--- src/rtl/pipeline_idr_stage_gen.sv ---
// pipeline_idr_stage_gen
// Decode-to-execute register-read pipeline register with a valid/ready handshake.
// It captures one decoded instruction per accepted beat. Each source operand is
// taken from the register-file read or from prioritised forwarding sources. While
// an instruction is held by back-pressure, its operands are refreshed from
// forwarding. A saturating counter reports the number of back-pressure cycles.
//
// Ports:
//   clk, reset (async, active-low), flush
//   in_valid / in_ready          upstream handshake (in_ready is combinational)
//   pc_i, imm_i, rd_i, ctrl_i    decoded payload
//   src_addr_i, src_used_i       source register addresses / used flags
//   rf_data_i                    register-file read data per source
//   fwd_valid_i, fwd_rd_i,
//   fwd_data_i                   forwarding sources, index 0 = highest priority
//   out_valid / out_ready        downstream handshake
//   pc_o, imm_o, rd_o, ctrl_o,
//   src_addr_o, src_data_o       registered payload
//   stall_cnt_o                  saturating back-pressure cycle count
module pipeline_idr_stage_gen #(
    parameter int unsigned XLEN    = 64,
    parameter int unsigned NUM_SRC = 2,
    parameter int unsigned NUM_FWD = 2,
    parameter int unsigned CTRL_W  = 32,
    parameter int unsigned CNT_W   = 16
) (
    input  logic                      clk,
    input  logic                      reset,
    input  logic                      flush,
    input  logic                      in_valid,
    output logic                      in_ready,
    input  logic [XLEN-1:0]           pc_i,
    input  logic [XLEN-1:0]           imm_i,
    input  logic [4:0]                rd_i,
    input  logic [CTRL_W-1:0]         ctrl_i,
    input  logic [5*NUM_SRC-1:0]      src_addr_i,
    input  logic [NUM_SRC-1:0]        src_used_i,
    input  logic [XLEN*NUM_SRC-1:0]   rf_data_i,
    input  logic [NUM_FWD-1:0]        fwd_valid_i,
    input  logic [5*NUM_FWD-1:0]      fwd_rd_i,
    input  logic [XLEN*NUM_FWD-1:0]   fwd_data_i,
    output logic                      out_valid,
    input  logic                      out_ready,
    output logic [XLEN-1:0]           pc_o,
    output logic [XLEN-1:0]           imm_o,
    output logic [4:0]                rd_o,
    output logic [CTRL_W-1:0]         ctrl_o,
    output logic [5*NUM_SRC-1:0]      src_addr_o,
    output logic [XLEN*NUM_SRC-1:0]   src_data_o,
    output logic [CNT_W-1:0]          stall_cnt_o
);

    localparam int unsigned RA_W = 5;

    logic                      r_out_valid;
    logic [XLEN-1:0]           r_pc;
    logic [XLEN-1:0]           r_imm;
    logic [RA_W-1:0]           r_rd;
    logic [CTRL_W-1:0]         r_ctrl;
    logic [RA_W*NUM_SRC-1:0]   r_src_addr;
    logic [NUM_SRC-1:0]        r_src_used;
    logic [XLEN*NUM_SRC-1:0]   r_src_data;
    logic [CNT_W-1:0]          r_stall_cnt;

    logic                      w_load;
    logic                      w_stall;
    logic [XLEN*NUM_SRC-1:0]   w_load_data;
    logic [XLEN*NUM_SRC-1:0]   w_hold_data;

    assign in_ready = !r_out_valid || out_ready;
    assign w_load   = in_valid && in_ready && !flush;
    assign w_stall  = r_out_valid && !out_ready;

    // Operand select for an incoming beat; descending scan lets the lowest index win
    always_comb begin : load_operand_sel
        logic [RA_W-1:0] v_addr;
        v_addr      = '0;
        w_load_data = rf_data_i;
        for (int k = 0; k < int'(NUM_SRC); k++) begin
            v_addr = src_addr_i[k*RA_W +: RA_W];
            if (v_addr == '0) begin
                w_load_data[k*XLEN +: XLEN] = '0;
            end else if (src_used_i[k]) begin
                for (int j = int'(NUM_FWD) - 1; j >= 0; j--) begin
                    if (fwd_valid_i[j] && (fwd_rd_i[j*RA_W +: RA_W] == v_addr)) begin
                        w_load_data[k*XLEN +: XLEN] = fwd_data_i[j*XLEN +: XLEN];
                    end
                end
            end
        end
    end

    // Refresh of held operands: only a forward hit on a used, nonzero source overwrites
    always_comb begin : hold_operand_refresh
        logic [RA_W-1:0] v_addr;
        v_addr      = '0;
        w_hold_data = r_src_data;
        for (int k = 0; k < int'(NUM_SRC); k++) begin
            v_addr = r_src_addr[k*RA_W +: RA_W];
            if ((v_addr != '0) && r_src_used[k]) begin
                for (int j = int'(NUM_FWD) - 1; j >= 0; j--) begin
                    if (fwd_valid_i[j] && (fwd_rd_i[j*RA_W +: RA_W] == v_addr)) begin
                        w_hold_data[k*XLEN +: XLEN] = fwd_data_i[j*XLEN +: XLEN];
                    end
                end
            end
        end
    end

    // Pipeline register: flush > load > hold-refresh > drain
    always_ff @(posedge clk or negedge reset) begin : stage_reg
        if (!reset) begin
            r_out_valid <= 1'b0;
            r_pc        <= '0;
            r_imm       <= '0;
            r_rd        <= '0;
            r_ctrl      <= '0;
            r_src_addr  <= '0;
            r_src_used  <= '0;
            r_src_data  <= '0;
        end else if (flush) begin
            r_out_valid <= 1'b0;
            r_pc        <= '0;
            r_imm       <= '0;
            r_rd        <= '0;
            r_ctrl      <= '0;
            r_src_addr  <= '0;
            r_src_used  <= '0;
            r_src_data  <= '0;
        end else if (w_load) begin
            r_out_valid <= 1'b1;
            r_pc        <= pc_i;
            r_imm       <= imm_i;
            r_rd        <= rd_i;
            r_ctrl      <= ctrl_i;
            r_src_addr  <= src_addr_i;
            r_src_used  <= src_used_i;
            r_src_data  <= w_load_data;
        end else if (w_stall) begin
            r_src_data  <= w_hold_data;
        end else begin
            r_out_valid <= 1'b0;
        end
    end

    // Saturating back-pressure counter; flush does not clear it
    always_ff @(posedge clk or negedge reset) begin : stall_counter
        if (!reset) begin
            r_stall_cnt <= '0;
        end else if (w_stall && (r_stall_cnt != '1)) begin
            r_stall_cnt <= r_stall_cnt + CNT_W'(1);
        end
    end

    assign out_valid   = r_out_valid;
    assign pc_o        = r_pc;
    assign imm_o       = r_imm;
    assign rd_o        = r_rd;
    assign ctrl_o      = r_ctrl;
    assign src_addr_o  = r_src_addr;
    assign src_data_o  = r_src_data;
    assign stall_cnt_o = r_stall_cnt;

endmodule

--- config.mk ---
export PLATFORM = sky130hd
export DESIGN_NAME = pipeline_idr_stage_gen
export DESIGN_NICKNAME = d
export VERILOG_FILES = /design/src/rtl/pipeline_idr_stage_gen.sv
export SDC_FILE = /design/constraint.sdc
export NUM_CORES = 1
export LEC_CHECK = 0
export CAP_MARGIN = 20
export CORE_AREA = 2 2 298 300
export CTS_BUF_LIST = sky130_fd_sc_hd__clkbuf_8
export CTS_CLUSTER_SIZE = 16
export DETAILED_ROUTE_END_ITERATION = 6
export DIE_AREA = 0 0 300 302
export MAX_ROUTING_LAYER = met4
export PLACE_DENSITY = 0.48
export SETUP_SLACK_MARGIN = 0.05
export SLEW_MARGIN = 5
export SYNTH_ARGS = -nofsm -noshare
export SYNTH_HDL_FRONTEND = slang
export SYNTH_SLANG_ARGS = --single-unit
--- constraint.sdc ---
create_clock -name clk -period 4.6 [get_ports clk]
set_input_delay 0.69 -clock clk [delete_from_list [all_inputs] [get_ports clk]]
set_output_delay 0.69 -clock clk [all_outputs]
set_load 0.05 [all_outputs]
==> flow_summary.rst, run 1 <==
.. list-table::
   :header-rows: 1

   * - Metric
     - Value
   * - # Max-Cap Violations
     - 0
   * - Count of final setup violators
     - 0
   * - Result of the run
     - finished clean
   * - Core Rows
     - 109
   * - Area of the die
     - 90600 µm²
   * - Class of the most critical setup path
     - primary input to register
   * - Dominant register cell in the synthesized netlist
     - dfrtp_1
   * - Cell area after technology mapping
     - 17400 µm²
   * - Part of the cycle the worst path needs
     - 73.6%
   * - Routed vias
     - 18400
   * - Count of flip-flops with a built-in enable after synthesis
     - 0
   * - Post-Syn Area per Cell
     - 9.24 µm²
   * - Net count reported at finish
     - 3038
   * - Yosys top cell by area
     - dfrtp_1
   * - Number of antenna violations at the first check in global routing
     - 14
   * - Cell-by-cell trace of the critical path
     - clkdlybuf4s50_1 -> xor2_1 -> nor4_1 -> and3_4 -> nand3b_4 -> o221a_1 -> a221o_1
   * - First-pass GRT wire length
     - 129 mm
   * - Number of buffers inserted to repair setup after CTS
     - 0
   * - Combinational family with the most area after synthesis
     - compound AO/OA/AOI/OAI gates
   * - Routed Wire Length
     - 89.9 mm
   * - Via count of the first global-routing pass
     - 19100
   * - Fraction of the mapped netlist area in adder cells
     - 0.0718%
   * - Path class of the lowest-slack min-delay path
     - primary input to asynchronous set/reset pin
   * - Delay of the slowest cell on the worst path
     - 700 ps
   * - FF+latch count, synth
     - 322
   * - Reg2Reg Depth
     - 7
   * - Overall Global Routing Usage
     - 19.5%
   * - Final Hold Vio Count
     - 0
   * - Slew Limit Headroom
     - 28.0%
   * - Arrival time of the worst setup path
     - 3890 ps
   * - Minimum clock period after layout
     - 3380 ps
   * - Endpoint required time on the critical path
     - 5110 ps
   * - Share of total power in the clock network
     - 38.0%
   * - Gate count of the mapped netlist
     - 1885
   * - Post-synthesis compound-gate area fraction
     - 24.0%
   * - HPWL Detailed
     - 62.8 mm
   * - Internal power component
     - 5.76 mW
   * - CTS H-tree lvls
     - 3
   * - Port Buf Inserts
     - 770
   * - Slowest stage cell, crit path
     - nand3b_4
   * - Transition time of the tightest slew-check pin
     - 1080 ps
   * - Post-Synth Simple-Gate Area
     - 17.6%
   * - Asr flop ratio synth
     - 100%
   * - Clock root buffer master
     - clkbuf_8
   * - Y dimension of the die
     - 302 µm
   * - Count of warnings emitted by yosys
     - 0
   * - Unique cell type count in the Yosys netlist
     - 57
   * - # DRC
     - 0
   * - Post-synthesis sequential area ratio
     - 46.2%
   * - Detail Route Antenna Nets
     - 0
   * - Wire per inst
     - 23.6 µm
   * - Core Footprint
     - 87600 µm²
   * - Number of ports placed on the die boundary
     - 771
   * - Setup repair after global routing missed its margin
     - no
   * - Largest net degree at the start of global routing
     - 175
   * - Clock transition time at the flip-flop clock pins of the worst setup and hold paths
     - 60 ps
   * - Biggest area contributors in the synthesized netlist
     - dfrtp_1 46%, nand2_1 8.8%, a21oi_1 5.1%
   * - Width of the chip
     - 300 µm
   * - Critical path startpoint category
     - primary input
   * - Largest buffer count on any clock path
     - 3
   * - Number of detailed-route iterations in the first pass
     - 5
   * - Post-synth top area share
     - 46.2%
   * - XOR/XNOR Fraction of Synth Area
     - 2.71%
   * - CTS Hold Buffers Added
     - 0
   * - Layout cell share with drive strength beyond 1
     - 5.95%
   * - Fraction of power consumed by sequential logic
     - 36.1%
   * - Clk Latency, worst-skew pair
     - 670 ps
   * - Critical Path Start
     - fwd_rd_i[7]
   * - Starting density of the core
     - 19.9%
   * - Fraction of synthesized area in multiplexers
     - 3.80%
   * - Max VDD drop
     - 0.286 mV
   * - TritonCTS buffer count
     - 69
   * - P_sw
     - 2.97 mW
   * - Placer's final routability congestion estimate
     - 0.886
   * - Global-route congestion overflow total
     - 0
   * - Number of fill cells
     - 9095
   * - Synthesized netlist net count
     - 2336
   * - Highest fanout seen on the critical path
     - 63
   * - Area added between synthesis and finish
     - 58.4%
   * - Power density over the cells
     - 316 nW/µm²
   * - Worst clock skew on the final layout
     - 43.2 ps
   * - CTS resizes
     - 0
   * - TritonCTS clock tree
     - yes
   * - Total negative slack
     - 0 ps
   * - Timing-limited maximum frequency
     - 295 MHz
   * - Switching part of the total
     - 34.0%
   * - Clock net sink count
     - 322
   * - Crit. End Element
     - register
   * - Pleak
     - 10.6 nW
   * - Final total power
     - 8.73 mW
   * - Final slew viol count
     - 0
   * - Start of the worst register-to-register path
     - src_addr_o[8]
   * - Post-detailed-route via-to-cell ratio
     - 4.83
   * - Logic pwr share
     - 25.9%
   * - Detailed Route Iter0 Violations
     - 1121
==> worst max-delay path: cells and delay by family <==
kind	cells	cell delay [ps]
XOR/XNOR	1	210
buffers and inverters	1	560
AND/OR/NAND/NOR	3	1380
AO/OA/AOI/OAI	2	910
==> power groups by stage <==
stage	clock [mW]	sequential [mW]	combinational, mW
floorplan	0	3.81	0.505
global placement	0	3.19	2.27
detailed placement	0	3.20	2.28
CTS	3.46	3.15	2.29
global route	3.59	3.17	2.38
finish	3.31	3.15	2.26
==> cell families (layout without fill, tap and decap cells) <==
logic type,Yosys count,after routing
adders and majority gates,1,1
DFF,322,322
AOI/OAI and AO/OA,549,549
other,0,12
buffers and inverters,204,956
xor gates and xnor gates,54,54
muxes,66,66
and+or+nand+nor,689,689
==> layout by cell type, fill, tap and decap left out, types with 4 or more instances in the layout <==
| cell | netlist | layout |
|---|---|---|
| a21oi_1 | 178 | 178 |
| a221o_1 | 63 | 63 |
| a22oi_1 | 63 | 63 |
| and3_1 | 6 | 4 |
| buf_12 | 0 | 9 |
| buf_4 | 8 | 21 |
| bufinv_16 | 0 | 4 |
| clkbuf_8 | 0 | 82 |
| clkdlybuf4s50_1 | 0 | 767 |
| clkinv_2 | 0 | 4 |
| dfrtp_1 | 322 | 322 |
| diode_2 | 0 | 12 |
| inv_1 | 35 | 61 |
| mux2i_1 | 65 | 65 |
| nand2_1 | 409 | 406 |
| nand2b_1 | 65 | 63 |
| nand3b_1 | 27 | 27 |
| nand4_1 | 8 | 8 |
| nor2_1 | 117 | 117 |
| nor4_1 | 4 | 4 |
| o2111ai_1 | 28 | 28 |
| o21ai_0 | 4 | 4 |
| o21ai_1 | 33 | 33 |
| o221a_1 | 60 | 60 |
| o221ai_1 | 63 | 63 |
| o22a_1 | 36 | 36 |
| or3_1 | 30 | 30 |
| or4_1 | 4 | 4 |
| xnor2_1 | 25 | 25 |
| xor2_1 | 29 | 29 |
==> synthesized netlist by cell type, types with 36 or more instances <==
| library cell | n |
|---|---|
| nand2b_1 | 65 |
| o22a_1 | 36 |
| o221ai_1 | 63 |
| dfrtp_1 | 322 |
| a221o_1 | 63 |
| a22oi_1 | 63 |
| nor2_1 | 117 |
| clkbuf_1 | 103 |
| nand2_1 | 409 |
| o221a_1 | 60 |
| mux2i_1 | 65 |
| a21oi_1 | 178 |
==> flip-flops by register name (all words and copies together) (netlist names) <==
register	cells
imm_o	64
src_addr_o	10
stall_cnt_o	16
src_data_o	128
pc_o	64
ctrl_o	32
rd_o	5
out_valid	1
r_src_used	2
==> path summary, 6_finish.rpt <==
path	to	slack (ps)
worst min register to register	stall_cnt_o[5]	490
max in group asynchronous	ctrl_o[18]	3470
min in group clk	pc_o[12]	480
worst min-delay path	src_data_o[41]	90
worst max-delay path	src_data_o[55]	1220
worst max register to register	src_data_o[127]	1620
==> metal layers <==
metal / up-vias / GRT usage [%] / share of wire [%]
li1: 8227 / - / -
met1: 9131 / 22.7 / 40
met2: 904 / 32.5 / 49
met3: 169 / 5.15 / 8.3
met4: 0 / 6.96 / 3.2
met5: - / - / 0
==> area by class of cell <==
class	instances	area [µm²]	share of cell area, %
Tap cell	1165	1460	5.28
Clock inverter	39	297	1.07
Multi-Input combinational cell	1359	8460	30.6
Antenna cell	12	30.0	0.109
Timing Repair Buffer	800	8050	29.1
Clock buffer	82	1130	4.09
Inverter	35	131	0.476
Sequential cell	322	8060	29.2
==> per-stage QoR <==
step / std cells / instance area (µm²) / hold WS, ps / setup WS (ps) / util, %
2_1_floorplan: 1885 / 17400 / 394 / 2090 / -
3_3_place_gp: 3681 / 26200 / 480 / 518 / 29.9
3_5_place_dp: 3681 / 26200 / 479 / 555 / 29.9
4_1_cts: 3802 / 27600 / 52.6 / 1290 / 31.5
5_1_grt: 3813 / 27600 / 61.4 / 1120 / 31.5
6_report: 3814 / 27600 / 85.3 / 1220 / 31.5
Note: power is estimated with default switching activity, not from simulation.
==> inputs of run 2 (changes only) <==
Settings changed: CORE_AREA 2 2 298 300 to 2 2 296 298, DIE_AREA 0 0 300 302 to 0 0 298 300, PLACE_DENSITY 0.48 to 0.49.
Clock period 4.6 ns to 3.2 ns, I/O delays scaled along.
==> flow_summary.rst, run 2 (same netlist as run 1, synthesis figures left out) <==
.. list-table::
   :header-rows: 1

   * - Metric
     - Value
   * - Result of the run
     - finished clean
   * - Timing-limited maximum frequency
     - 396 MHz
   * - Slowest stage cell, crit path
     - clkdlybuf4s50_1
   * - Final slew viol count
     - 0
   * - Delay of the slowest cell on the worst path
     - 910 ps
   * - Routed Wire Length
     - 91.4 mm
   * - Endpoint required time on the critical path
     - 2720 ps
   * - Global-route congestion overflow total
     - 0
   * - Post-route met1 wirelength
     - 35.5 mm
   * - Crit. End Element
     - primary output
   * - Uppermost metal layer occupied by signal nets
     - met4
   * - Slew Limit Headroom
     - 47.2%
   * - Pleak
     - 10.7 nW
   * - Path class of the lowest-slack min-delay path
     - primary input to register
   * - Starting density of the core
     - 20.2%
   * - Arrival time of the worst setup path
     - 2050 ps
   * - Number of buffers and inverters on the critical path
     - 1
   * - HPWL Detailed
     - 66.6 mm
   * - Transition time of the tightest slew-check pin
     - 792 ps
   * - Setup repair after global routing missed its margin
     - no
   * - CTS H-tree lvls
     - 3
   * - Number of detailed-route iterations in the first pass
     - 6
   * - Clk Latency, worst-skew pair
     - 630 ps
   * - First-pass GRT wire length
     - 132 mm
   * - CTS Hold Buffers Added
     - 1
   * - Clock root buffer master
     - clkbuf_8
   * - Net count reported at finish
     - 3061
   * - Via count of the first global-routing pass
     - 19200
   * - Number of fill cells
     - 9033
   * - Largest register FFs
     - 128
   * - Max VDD drop
     - 0.295 mV
   * - Worst clock skew on the final layout
     - 28.9 ps
   * - Final Hold Vio Count
     - 0
   * - Critical path startpoint category
     - register
   * - Wire per inst
     - 23.8 µm
   * - TritonCTS buffer count
     - 67
   * - Number of buffers inserted to repair setup after CTS
     - 0
   * - # DRC
     - 0
   * - TritonCTS clock tree
     - yes
   * - Count of final setup violators
     - 0
   * - Detail Route Antenna Nets
     - 0
   * - Cell-by-cell trace of the critical path
     - clkdlybuf4s50_1
   * - CTS resizes
     - 0
   * - Number of antenna violations at the first check in global routing
     - 17
   * - Commonest non-fill, non-tap cell in the layout
     - clkdlybuf4s50_1
   * - Post-detailed-route via-to-cell ratio
     - 4.83
   * - Class of the most critical setup path
     - register to primary output
   * - Area added between synthesis and finish
     - 59.7%
   * - Total instance count after detailed placement
     - 3695
   * - Placer's final routability congestion estimate
     - 0.895
   * - Largest net degree at the start of global routing
     - 166
   * - Number of ports placed on the die boundary
     - 771
   * - Detailed Route Iter0 Violations
     - 1305
   * - # Max-Cap Violations
     - 0
   * - Met3 layer wire length in the routed design
     - 7.04 mm
   * - Core Footprint
     - 86200 µm²
   * - Final standard cell count with taps included and fillers excluded
     - 3832
   * - Cell class contributing the biggest share of worst-path delay
     - buffers and inverters
   * - Y dimension of the die
     - 300 µm
   * - Clock transition time at the flip-flop clock pins of the worst setup and hold paths
     - 60 ps
   * - Leading cell types in the layout, fill and taps excluded
     - 766 x clkdlybuf4s50_1, 406 x nand2_1, 322 x dfrtp_1
   * - Layout cell share with drive strength beyond 1
     - 6.84%
   * - Width of the chip
     - 298 µm
   * - Power density over the cells
     - 441 nW/µm²
   * - Overall Global Routing Usage
     - 20.2%
   * - Core Rows
     - 108
   * - Largest buffer count on any clock path
     - 3
   * - Port Buf Inserts
     - 770
   * - Highest fanout seen on the critical path
     - 5
   * - Part of the cycle the worst path needs
     - 79.0%
   * - Clock net sink count
     - 322
   * - Total negative slack
     - 0 ps
   * - Sum of met2 wire segment lengths after detailed routing
     - 46.1 mm
   * - Routed vias
     - 18500
   * - Minimum clock period after layout
     - 2530 ps
   * - Area of the die
     - 89400 µm²
-- run 2: per-layer routing --
layer  up-vias  GRT usage, %
li1       8302             -
met1      9136          22.7
met2       910          34.8
met3       171          5.43
met4         0          6.20
met5         -             -
-- run 2: path summary, 6_finish.rpt --
check                                 from         endpoint  slack [ps]  depth (start not counted)
setup / recovery             src_addr_o[5]    src_addr_o[5]         670                          1
hold / removal                       flush         pc_o[23]         330                          2
setup reg to reg             src_addr_o[4]   src_data_o[10]         730                          7
hold reg to reg            stall_cnt_o[10]  stall_cnt_o[10]         510                          1
max in group asynchronous            reset   src_data_o[59]        1750                          3
min in group asynchronous            reset   src_data_o[39]         440                          2
-- run 2: cell type report --
type,count,area [µm²],area share [%]
Multi-Input combinational cell,1359,8460,30.4
Timing Repair Buffer,825,8380,30.1
Clock inverter,40,239,0.859
Inverter,35,131,0.472
Sequential cell,322,8060,28.9
Antenna cell,18,45.0,0.162
Clock buffer,78,1070,3.86
Tap cell,1155,1450,5.19
-- run 2: through the flow --
| step | total power, mW | setup slack [ps] | hold WS [ps] | instance area, µm² | util, % |
|---|---|---|---|---|---|
| finish | 12.3 | 672 | 327 | 27800 | 32.3 |
| global route | 12.8 | 582 | 328 | 27800 | 32.3 |
| CTS | 12.5 | 575 | 282 | 27800 | 32.2 |
| detailed placement | 7.90 | 208 | 492 | 26500 | 30.7 |
| global placement | 7.87 | 227 | 482 | 26500 | 30.7 |
| floorplan | 6.21 | 759 | 184 | 17400 | - |
-- run 2: power by group --
group	internal, mW	switching [mW]
sequential	4.34	0.199
clock	2.39	2.06
combinational	1.30	1.98
